File: src/rtl/onehot_grant_pkg.sv
// Shared types and the rotating-priority winner function for onehot_grant_sequencer.
package onehot_grant_pkg;

    typedef enum logic [0:0] {
        IDLE  = 1'b0,
        GRANT = 1'b1
    } state_t;

    localparam int N_REQ_MAX  = 8;
    localparam int IDX_MAX_W  = 3;
    localparam int N_REQ_DFLT = 3;
    localparam int ID_W       = $clog2(N_REQ_DFLT);

    typedef struct packed {
        logic                 found;
        logic [IDX_MAX_W-1:0] idx;
    } pick_t;

    // First valid index strictly after ptr, wrapping modulo n; the pointer itself is checked last.
    function automatic pick_t rr_winner(input logic [N_REQ_MAX-1:0] valid,
                                        input logic [IDX_MAX_W-1:0] ptr,
                                        input int n);
        pick_t res;
        int    cand;
        res.found = 1'b0;
        res.idx   = {IDX_MAX_W{1'b0}};
        for (int k = 1; k <= N_REQ_MAX; k++) begin
            cand = (int'(ptr) + k) % n;
            if (k <= n && !res.found && valid[cand]) begin
                res.found = 1'b1;
                res.idx   = cand[IDX_MAX_W-1:0];
            end
        end
        return res;
    endfunction

endpackage

File: src/rtl/onehot_grant_sequencer_rr_pick.sv
// Combinational rotate-and-priority-encode shared by the idle and back-to-back arbitration paths.
module rr_pick
    import onehot_grant_pkg::*;
#(
    parameter int N_REQ = 3,
    localparam int GID_W = $clog2(N_REQ)
) (
    input  logic [N_REQ-1:0] valid,
    input  logic [GID_W-1:0] rr_ptr,
    output logic             found,
    output logic [GID_W-1:0] index
);

    logic [N_REQ_MAX-1:0] valid_ext_s;
    logic [IDX_MAX_W-1:0] ptr_ext_s;
    pick_t                res_s;

    // Widen to the package's fixed vector size and run the shared winner function.
    always_comb begin
        valid_ext_s              = {N_REQ_MAX{1'b0}};
        valid_ext_s[N_REQ-1:0]   = valid;
        ptr_ext_s                = {IDX_MAX_W{1'b0}};
        ptr_ext_s[GID_W-1:0]     = rr_ptr;
        res_s                    = rr_winner(valid_ext_s, ptr_ext_s, N_REQ);
        found                    = res_s.found;
        index                    = res_s.idx[GID_W-1:0];
    end

endmodule

File: src/rtl/onehot_grant_sequencer.sv
// Round-robin one-hot grant sequencer with per-grant beat counts.
// Optional hold watchdog enabled by defining ONEHOT_GRANT_SEQ_WATCHDOG_EN.
module onehot_grant_sequencer
    import onehot_grant_pkg::*;
#(
    parameter int N_REQ    = 3,
    parameter int BEAT_W   = 4,
    parameter int HOLD_MAX = 64,
    localparam int GID_W   = $clog2(N_REQ)
) (
    input  logic                    clock,
    input  logic                    reset,
    input  logic [N_REQ-1:0]        req_valid,
    input  logic [N_REQ*BEAT_W-1:0] req_beats,
    input  logic                    beat_fire,
    output logic [N_REQ-1:0]        grant,
    output logic [GID_W-1:0]        grant_id,
    output logic                    busy,
    output logic                    last_beat,
    output logic                    proto_err,
    output logic                    timeout_pulse
);

    state_t              state_r;
    logic [N_REQ-1:0]    grant_r;
    logic [GID_W-1:0]    grant_id_r;
    logic [BEAT_W-1:0]   beats_left_r;
    logic [GID_W-1:0]    rr_ptr_r;
    logic                proto_err_r;

    logic                pick_found_s;
    logic [GID_W-1:0]    pick_idx_s;
    logic [GID_W-1:0]    pick_ptr_s;
    logic [N_REQ-1:0]    pick_onehot_s;
    logic [BEAT_W-1:0]   pick_beats_s;
    logic                release_s;
    logic                wd_expire_s;

    // On release the pointer already moves to the finishing winner, so arbitrate from it.
    assign pick_ptr_s = (state_r == GRANT) ? grant_id_r : rr_ptr_r;

    rr_pick #(.N_REQ(N_REQ)) u_rr_pick (
        .valid  (req_valid),
        .rr_ptr (pick_ptr_s),
        .found  (pick_found_s),
        .index  (pick_idx_s)
    );

    // Decode the candidate winner into its grant bit and sampled beat count.
    always_comb begin
        pick_onehot_s             = {N_REQ{1'b0}};
        pick_onehot_s[pick_idx_s] = 1'b1;
        pick_beats_s              = req_beats[pick_idx_s*BEAT_W +: BEAT_W];
    end

    assign release_s = (state_r == GRANT) &&
                       ((beat_fire && (beats_left_r == {BEAT_W{1'b0}})) || wd_expire_s);

`ifdef ONEHOT_GRANT_SEQ_WATCHDOG_EN
    localparam int HC_W = ($clog2(HOLD_MAX + 1) > 8) ? $clog2(HOLD_MAX + 1) : 8;

    logic [HC_W-1:0] hold_cnt_r;
    logic            timeout_r;

    assign wd_expire_s = (state_r == GRANT) && !beat_fire &&
                         (hold_cnt_r == HC_W'(HOLD_MAX - 1));

    // Stall counter: cleared by any beat or grant change, counts idle GRANT cycles.
    always_ff @(posedge clock or posedge reset) begin
        if (reset) begin
            hold_cnt_r <= {HC_W{1'b0}};
            timeout_r  <= 1'b0;
        end else begin
            timeout_r <= wd_expire_s;
            if (state_r != GRANT || beat_fire || release_s) begin
                hold_cnt_r <= {HC_W{1'b0}};
            end else begin
                hold_cnt_r <= hold_cnt_r + HC_W'(1);
            end
        end
    end

    assign timeout_pulse = timeout_r;
`else
    assign wd_expire_s   = 1'b0;
    assign timeout_pulse = 1'b0;
`endif

    // Grant FSM; every output register is updated here so grant switches without a bubble.
    always_ff @(posedge clock or posedge reset) begin
        if (reset) begin
            state_r      <= IDLE;
            grant_r      <= {N_REQ{1'b0}};
            grant_id_r   <= {GID_W{1'b0}};
            beats_left_r <= {BEAT_W{1'b0}};
            rr_ptr_r     <= GID_W'(N_REQ - 1);
            proto_err_r  <= 1'b0;
        end else begin
            case (state_r)
                IDLE: begin
                    if (beat_fire) begin
                        proto_err_r <= 1'b1;
                    end
                    if (pick_found_s) begin
                        state_r      <= GRANT;
                        grant_r      <= pick_onehot_s;
                        grant_id_r   <= pick_idx_s;
                        beats_left_r <= pick_beats_s;
                    end
                end
                GRANT: begin
                    if (release_s) begin
                        rr_ptr_r <= grant_id_r;
                        if (pick_found_s) begin
                            grant_r      <= pick_onehot_s;
                            grant_id_r   <= pick_idx_s;
                            beats_left_r <= pick_beats_s;
                        end else begin
                            state_r      <= IDLE;
                            grant_r      <= {N_REQ{1'b0}};
                            grant_id_r   <= {GID_W{1'b0}};
                            beats_left_r <= {BEAT_W{1'b0}};
                        end
                    end else if (beat_fire) begin
                        beats_left_r <= beats_left_r - BEAT_W'(1);
                    end
                end
                default: begin
                    state_r      <= IDLE;
                    grant_r      <= {N_REQ{1'b0}};
                    grant_id_r   <= {GID_W{1'b0}};
                    beats_left_r <= {BEAT_W{1'b0}};
                end
            endcase
        end
    end

    assign grant     = grant_r;
    assign grant_id  = grant_id_r;
    assign busy      = (state_r == GRANT);
    assign last_beat = (state_r == GRANT) && (beats_left_r == {BEAT_W{1'b0}});
    assign proto_err = proto_err_r;

endmodule

File: config.mk
export PLATFORM = sky130hd
export DESIGN_NAME = onehot_grant_sequencer
export DESIGN_NICKNAME = d
export VERILOG_FILES = /design/src/rtl/onehot_grant_pkg.sv /design/src/rtl/onehot_grant_sequencer_rr_pick.sv /design/src/rtl/onehot_grant_sequencer.sv
export SDC_FILE = /design/constraint.sdc
export NUM_CORES = 1
export LEC_CHECK = 0
export ABC_AREA = 1
export CORE_MARGIN = 1.5
export CORE_UTILIZATION = 40
export DETAILED_ROUTE_END_ITERATION = 8
export GPL_ROUTABILITY_DRIVEN = 0
export PLACE_DENSITY_LB_ADDON = 0.08
export SETUP_SLACK_MARGIN = 0.3
export SLEW_MARGIN = 20
export SYNTH_ARGS = -nofsm -noshare
export SYNTH_HDL_FRONTEND = slang
export SYNTH_HIERARCHICAL = 1
export SYNTH_SLANG_ARGS = --single-unit
File: constraint.sdc
create_clock -name clock -period 4 [get_ports clock]
set_clock_uncertainty 0.1 [all_clocks]
set_input_delay 0.4 -clock clock [delete_from_list [all_inputs] [get_ports clock]]
set_output_delay 0.4 -clock clock [all_outputs]
set_load 0.02 [all_outputs]
==> run metrics <==
outcome finished with violations; Critical-path top delay cell dfrtp_2; placed cell areas 1460 um^2; Antenna diodes 0; worst rel slew slack 0.655; setup TNS 0 ps; Vias/cell between 4 and 5; fill count 284; RSZ-0062 raised after global routing false; Slew Limit Fails 0; final worst-path cycle share 0.802; share of layout cells above drive strength 1 0.145; die area 3330 um^2; Worst setup SP type register; Tightest Pin Transition 511 ps; Reg power frac 0.192; first-pass GRT wire length 4470 um; Die Y a little under 60 um; Syn-to-layout area delta 24.1%; Final nets about 220; H-tree Lvls 1; Sink Count 13; minimum clock period after layout 3210 ps; CP Max Fanout 12; final setup vio count 0; initial DRC count 51; most frequent cells in the layout 47 x nand2_1, 26 x nand3_1, 25 x clkdlybuf4s50_1, 21 x inv_1, 11 x dfrtp_1; I/O pins 27; synth unique cells 26; clock latency at the later pin of the worst-skew pair 280 ps; PnR worst setup slack between 700 and 800 ps; max incr delay on CP between 500 and 600 ps; hold_buf cts 0; DR vias 1081; Logic pwr share 0.739; Mapped Area 1200 um^2; Cell Chain, Critical Path inv_1 > o21ai_1 > inv_1 > ha_1 > nand2_1 > nand2_1 > nor2_1 > nor2_1 > nand3_1 > nand2_1 > inv_1 > nand2_1 > inv_1 > nand3_1 > nand3_1 > nand3_1 > nand2_1 > nand2_1 > nand2_1; Remaining DRCs 4; Hold WC Path Type in2async; Power Density 833 nW/um^2; Internal 553 uW; Yosys reg bits 13; Pleak 0.000749 uW; antenna violations before repair 0; Clock Tree Root clkbuf_4; DP HPWL 2030 um; setup bufs post-CTS 0; Tot GR Track Use 0.170; core area 2810 um^2; post-layout instance area ~1500 um^2; DRT antenna net count 0; Initial Util 0.426; drt total wl 2560 um; Crit. End Element register; grt total ovfl 0; peak supply drop 0.344 mV; worst path bufs/invs 4; Yosys warnings 6; CTS Buffer Depth 2; final hold viol count 0; DRT Pass-1 Iters 8; endpoint required time on the critical path 4070 ps; Clock Power Share 0.069; commonest non-fill, non-tap cell in the layout nand2_1; Switching Share 0.553; Placed Cells 220; Worst path top cell family by delay simple AND/OR/NAND/NOR gates; clk slew on worst S/H paths around 90 ps; Syn Nets 196; Avg Cell Area, Syn 7.12 um^2; number of global-route vias before repair 1013; pre-CTS WS approximately 480 ps; CP dominant cell by count nand2_1; Max Cap Violations 0; largest net degree at the start of global routing 14; Setup CP Type reg2reg; Data arrival, critical path 3280 ps; post-route non-filler standard cell count roughly 220; Site Rows 19; net switching power ~680 uW; sequential area share after synthesis 0.273; Synth Instances 168; total clock buffers created by CTS 3; TritonCTS clock tree done; Avg WL per Cell ~11 um; DIE WIDTH 57.7 um; violated checks DRC; port bufs 25; fmax 0.312 GHz
-- per-layer routing --
layer  global-route usage  wire length, um  up-vias
met1                0.257             1310      466
met4               0.0299               17        0
met5                    0                0        -
met3               0.0424              167        2
li1                     -                -      581
met2                0.248             1060       32
-- cell type report --
class                   instances  area, um^2  share of cell area
clock buffers                   3        22.5              0.0152
clock inverters                 1        5.00             0.00337
inverters                      26        97.6              0.0658
multi-input cells             125         742               0.500
flip-flops and latches         13         328               0.221
well taps                      31        38.8              0.0261
repair buffers                 25         250               0.169
-- cells by family after synthesis --
kind of cell	count (synthesis)	share of synthesized area
and+or+nand+nor	101	0.437
AOI/OAI and AO/OA	13	0.0753
DFF	13	0.273
buffers and inverters	30	0.107
adders and majority gates	10	0.105
other	1	0.00314
-- synthesized netlist by cell type, drive strengths merged --
| library cell | n | area share |
|---|---|---|
| clkinv | 3 | 0.0094 |
| nor2 | 12 | 0.050 |
| o21ai | 7 | 0.036 |
| a21o | 1 | 0.0063 |
| conb | 1 | 0.0031 |
| nand2 | 53 | 0.19 |
| dfrtp | 12 | 0.25 |
| nand4 | 3 | 0.028 |
| nand3b | 2 | 0.013 |
| a21oi | 5 | 0.033 |
| buf | 4 | 0.025 |
| inv | 23 | 0.072 |
| dfstp | 1 | 0.022 |
| and3 | 1 | 0.0063 |
| nand3 | 30 | 0.15 |
| ha | 10 | 0.10 |
-- state kept, by name, indices dropped and copies added (netlist names) --
name and count:
grant_id 2, beats_left_r 4, proto_err 1, busy 1, grant 3, rr_ptr_r 2
-- power by group through the flow --
stage / combinational, uW / clock [uW] / sequential [uW]
floorplan: 710 / 0 / 264
CTS: 912 / 86.9 / 238
finish: 914 / 84.7 / 238
detailed placement: 905 / 0 / 241
global placement: 895 / 0 / 241
global route: 1040 / 90.5 / 248
-- timing repair --
| action | in CTS | in global routing |
|---|---|---|
| setup endpoints to repair | 0 | 4 |
| resized for setup | 0 | 2 |
| hold endpoints to repair | 0 | 0 |
-- stage by stage --
| stage | util | hold WS, ps | power (uW) |
|---|---|---|---|
| global placement | 0.519 | 343 | 1140 |
| floorplan | - | 176 | 974 |
| detailed placement | 0.519 | 347 | 1150 |
| CTS | 0.529 | 351 | 1240 |
| global route | 0.529 | 376 | 1380 |
| finish | 0.529 | 329 | 1240 |
-- worst paths after layout --
kind	end	cells after the start	slack (ps)	start
worst max register to register	beats_left_r[3]$_DFFE_PP0P_	19	790	busy$_DFF_PP0_
min in group clock	proto_err$_DFFE_PP0P_	1	360	proto_err$_DFFE_PP0P_
worst min-delay path	grant_id[1]$_DFFE_PP0P_	2	330	reset
max in group asynchronous	busy$_DFF_PP0_	2	3090	reset
worst min register to register	proto_err$_DFFE_PP0P_	1	360	proto_err$_DFFE_PP0P_
worst max-delay path	beats_left_r[3]$_DFFE_PP0P_	19	790	busy$_DFF_PP0_
No activity file was read; power rests on OpenSTA's default activity.
==> patch 1, RTL diff (same flow settings) <==
Change the parameter `BEAT_W` from 4 to 6.
--- a/src/rtl/onehot_grant_sequencer.sv
+++ b/src/rtl/onehot_grant_sequencer.sv
@@ -4,7 +4,7 @@
     import onehot_grant_pkg::*;
 #(
     parameter int N_REQ    = 3,
-    parameter int BEAT_W   = 4,
+    parameter int BEAT_W   = 6,
     parameter int HOLD_MAX = 64,
     localparam int GID_W   = $clog2(N_REQ)
 ) (
Ports: changed (resized req_beats); port bits go from 27 to 33. No check against the original RTL was run, so the function may have changed too.
==> patch 1 against the unedited design <==
Routed wire length is 15% higher; fmax is 3.2% lower; total power is 8.1% lower; final area is 15% higher; synthesized cell count is 24% higher; area after synthesis is 11% higher; combinational power is 14% lower; sequential share of layout area hardly changed; global-route usage is 0.89 points higher; sequential cell count is 2 higher; worst setup slack worse by 0.11 ns.
==> patch 1: results (changes against the unedited design) <==
status: "finished, final reports clean"
post_dp_cell_area_um2: 1680  # +15%
drtPass1Iterations: 4  # -4
synth_top_area_share_pct: 26.3  # +1.2 points
final_layout_size_suffix_gt1_share_pct: 8.33  # -6.2 points
grt_max_degree: 16  # +2
grt_usage_pct: 17.9  # +0.89 points
leakage_uw: 0.000877  # +17%
synth_fp_nets: 242  # +23%
critPathTopFamily: "compound AO/OA/AOI/OAI gates"
hpwl_um: 2340  # +15%
ys_types: 22  # -15%
synth_common_cells: "79 x nand2_1, 23 x inv_1, 20 x nand3_1, 20 x nor2_1, 14 x dfrtp_1"
critical_path_peak_fanout: 14  # +2
grt_pass1_wl_um: 4940  # +10%
worst-endpoint-arrival_ns: 3.41  # +0.13 ns
slew_headroom_pct: 61.5  # -4.1 points
viasPerCell: 4.65  # -3.5%
peakVddDrop_uv: 342  # -0.52%
slowest_stage: "dfrtp_1"
fmax_mhz: 302  # -3.2%
fill_cells: 330  # +16%
wl_per_cell_um: 10.4  # -8.9%
synth_area_leaders: "dfrtp_1 26%, nand2_1 22%, ha_1 9.4%, nand3_1 7.5%, inv_1 6.5%"
numPortBuffers: 31  # +24%
regToRegSetupSlack_ns: 0.69  # -0.11 ns
grt_pass1_vias: 1162  # +15%
==> patch 1: cell types whose count changed after synthesis, sizes merged, moves of 3 or more <==
cell and change:
o21ai +3, clkinv -3, nand3 -7, inv +3
nand2 +29, nor2 +14
==> patch 1: metrics by stage <==
step / hold slack, ns / instances / setup WS [ns] / utilization (%)
floorplan: 0.201 / 208 / 1.02 / -
global route: 0.384 / 284 / 0.324 / 54.8
CTS: 0.376 / 284 / 0.682 / 54.8
global placement: 0.339 / 280 / 0.770 / 54.0
finish: 0.358 / 284 / 0.686 / 54.8
detailed placement: 0.355 / 280 / 0.719 / 54.0
==> patch 1: final cells by class <==
| type | count | area, um^2 | area share [%] |
|---|---|---|---|
| Clock buffer | 4 | 26.3 | 1.54 |
| Inverter | 26 | 97.6 | 5.74 |
| Multi-Input combinational cell | 164 | 836 | 49.1 |
| Sequential cell | 15 | 377 | 22.1 |
| Tap cell | 44 | 55.1 | 3.24 |
| Timing Repair Buffer | 31 | 310 | 18.2 |
==> patch 1: where the power goes <==
group / total (uW) / internal (uW) / switching (uW)
combinational: 782 / 281 / 501
sequential: 264 / 212 / 52.7
clock: 90.4 / 38.8 / 51.6
==> patch 1: kinds of logic (layout without fill, tap and decap cells) <==
| logic type | Yosys count | count (layout) | synth area share [%] |
|---|---|---|---|
| simple gates | 137 | 137 | 46.7 |
| buf+inv | 29 | 61 | 8.84 |
| flops | 15 | 15 | 28.3 |
| other cells | 1 | 1 | 0.282 |
| compound gates | 16 | 16 | 6.49 |
| fa+ha+maj | 10 | 10 | 9.41 |
==> patch 1: final timing paths <==
check                                              end
setup / recovery           beats_left_r[2]$_DFFE_PP0P_
hold / removal             beats_left_r[4]$_DFFE_PP0P_
setup reg to reg           beats_left_r[2]$_DFFE_PP0P_
hold reg to reg                  proto_err$_DFFE_PP0P_
max in group asynchronous      rr_ptr_r[1]$_DFFE_PP1P_
min in group clock               proto_err$_DFFE_PP0P_
==> patch 1: per-layer routing <==
| metal | global-route usage (%) | vias up | routed length (um) |
|---|---|---|---|
| met3 | 2.56 | 3 | 117 |
| met4 | 6.52 | 0 | 24 |
| met1 | 25.2 | 568 | 1520 |
| li1 | - | 712 | - |
| met5 | 0 | - | 0 |
| met2 | 27.8 | 39 | 1290 |
==> patch 2, RTL diff (config.mk and constraints unchanged) <==
Without the edit above. Register the output `proto_err` once more, with the module's reset; this adds one clock of latency there. The other outputs are not delayed to match.
--- a/src/rtl/onehot_grant_sequencer.sv
+++ b/src/rtl/onehot_grant_sequencer.sv
@@ -139,7 +139,13 @@
     assign grant_id  = grant_id_r;
     assign busy      = (state_r == GRANT);
     assign last_beat = (state_r == GRANT) && (beats_left_r == {BEAT_W{1'b0}});
-    assign proto_err = proto_err_r;
+    always_ff @(posedge clock or posedge reset) begin
+        if (reset) begin
+            proto_err <= '0;
+        end else begin
+            proto_err <= proto_err_r;
+        end
+    end
 
 endmodule
 
Function: changed (Yosys sat finds a counterexample within 4 cycles, from zero or initial values and one cycle with reset high).
==> patch 2 against the unedited design <==
Sequential share of layout area grew 1.2 points; sequential cell count grew 1; routed wire length grew 3.1%; cell count grew 0.45%; die area is 2.3% higher; total power fell by 5.6%; area after synthesis grew 2.4%; combinational power fell by 12%; global-route usage grew 0.56 points; final area is 2.3% higher; critical path depth is 1 lower; worst setup slack worse by 0.051 ns.
==> patch 2: results (changes against the unedited design) <==
synth_fp_nets: 197  # +0.51%
peakVddDrop_uv: 373  # +8.3%
gr-usage-met2_pct: 30.3  # +5.5 points
tightest_slew_ns: 0.594  # +0.0830 ns
antenna_found_initial: 0  # unchanged
clock_latency_ns: 0.29
yosysWarningCount: 6  # unchanged
critical_path_peak_fanout: 12  # unchanged
setup_tns_ns: 0  # unchanged
async_flop_share_pct: 100  # unchanged
synth_common_cells: "47 x nand2_1, 26 x nand3_1, 23 x inv_1"
gr-usage-met1_pct: 21.7  # -3.9 points
reg2reg_from: "busy$_DFF_PP0_"
post_dp_cell_area_um2: 1480  # +1.7%
wl_met2_um: 1240  # +17%
final_layout_size_suffix_gt1_share_pct: 14.4  # -0.075 points
regMostFlops: "beats_left_r"
cts_setup_buffers: 0  # unchanged
critPathTopFamily: "simple AND/OR/NAND/NOR gates"
drtPass1Iterations: 4  # -4
ys_types: 28  # +7.7%
numPortBuffers: 25  # unchanged
syn_inst: 169  # +0.60%
grt_pass1_wl_um: 4520  # +1.1%
fill_cells: 268  # -5.6%
grt_max_degree: 15  # +1
holdCritStartpoint: "proto_err_r$_DFFE_PP0P_"
cts_root_buf: "clkbuf_4"
max_stage_delay_ns: 0.53  # about the same
grt_pass1_vias: 1063  # +4.9%
worst-endpoint-arrival_ns: 3.35  # +0.07 ns
yosysSeqAreaShare_pct: 28.7  # +1.4 points
viasPerCell: 4.80  # -0.44%
wl_per_cell_um: 11.7  # +2.6%
drtIter0Drc: 38  # -25%
slowest_stage: "o21ai_0"
cts_buffers: 3  # unchanged
hold_violations: 0  # unchanged
hpwl_um: 2130  # +4.8%
h-tree-depth: 1  # unchanged
n_antenna_cell: 0  # unchanged
met3_usage_pct: 2.86  # -1.4 points
largest_register_ffs: 4  # unchanged
hp-class: "register to register"
dp.cells: 221  # +0.45%
synth_area_leaders: "dfrtp_1 27%, nand2_1 14%, nand3_1 11%, ha_1 10%, inv_1 7.0%"
top_layer_used: "met4"
clk_pin_slew_ns: 0.10
grt_usage_pct: 17.5  # +0.56 points
layout.cells.non_filler: 225  # +0.45%
wl_met3_um: 72  # -57%
clock_tree.buffer_depth: 2  # unchanged
post-place-ws_ns: 0.596  # +0.117 ns
crit_start: "busy$_DFF_PP0_"
wl_met1_um: 1270  # -2.8%
status: "finished, final reports clean"
leakage_uw: 0.000782  # +4.4%
==> patch 2: final cells by class <==
cell class	count	area [um^2]	area share, %
Sequential cell	14	353	23.2
Tap cell	31	38.8	2.56
Timing Repair Buffer	25	250	16.5
Multi-Input combinational cell	125	742	48.9
Inverter	26	97.6	6.43
Clock buffer	4	36.3	2.39
==> patch 2: final timing paths <==
| check | cells past startpoint | end | slack [ns] |
|---|---|---|---|
| min reg2reg | 0 | proto_err$_DFF_PP0_ | 0.30 |
| max in group asynchronous | 2 | busy$_DFF_PP0_ | 3.07 |
| max reg2reg | 18 | beats_left_r[3]$_DFFE_PP0P_ | 0.74 |
| max | 18 | beats_left_r[3]$_DFFE_PP0P_ | 0.74 |
| min in group asynchronous | 2 | beats_left_r[3]$_DFFE_PP0P_ | 0.34 |
| min | 0 | proto_err$_DFF_PP0_ | 0.30 |
==> patch 2: report_power, final <==
part | total (uW) | internal (uW) | switching [uW]
registers | 252 | 203 | 48.4
clock network | 108 | 55.5 | 52.1
logic | 807 | 291 | 516
total | 1170 | 550 | 617
==> patch 2: logic make-up (layout without fill, tap and decap cells) <==
| kind of cell | count (synthesis) | count (layout) | synth area share, % |
|---|---|---|---|
| AND/OR/NAND/NOR | 101 | 101 | 42.7 |
| flip-flops | 14 | 14 | 28.7 |
| buffers and inverters | 30 | 55 | 10.7 |
| AO/OA/AOI/OAI | 13 | 13 | 7.35 |
| adder cells (fa/ha/maj) | 10 | 10 | 10.2 |
| other | 1 | 1 | 0.306 |
==> patch 2: timing repair <==
item / in CTS / in global routing
endpoints found under the setup margin: 0 / 4
hold endpoints to repair: 0 / 0
gates resized for setup: 0 / 1
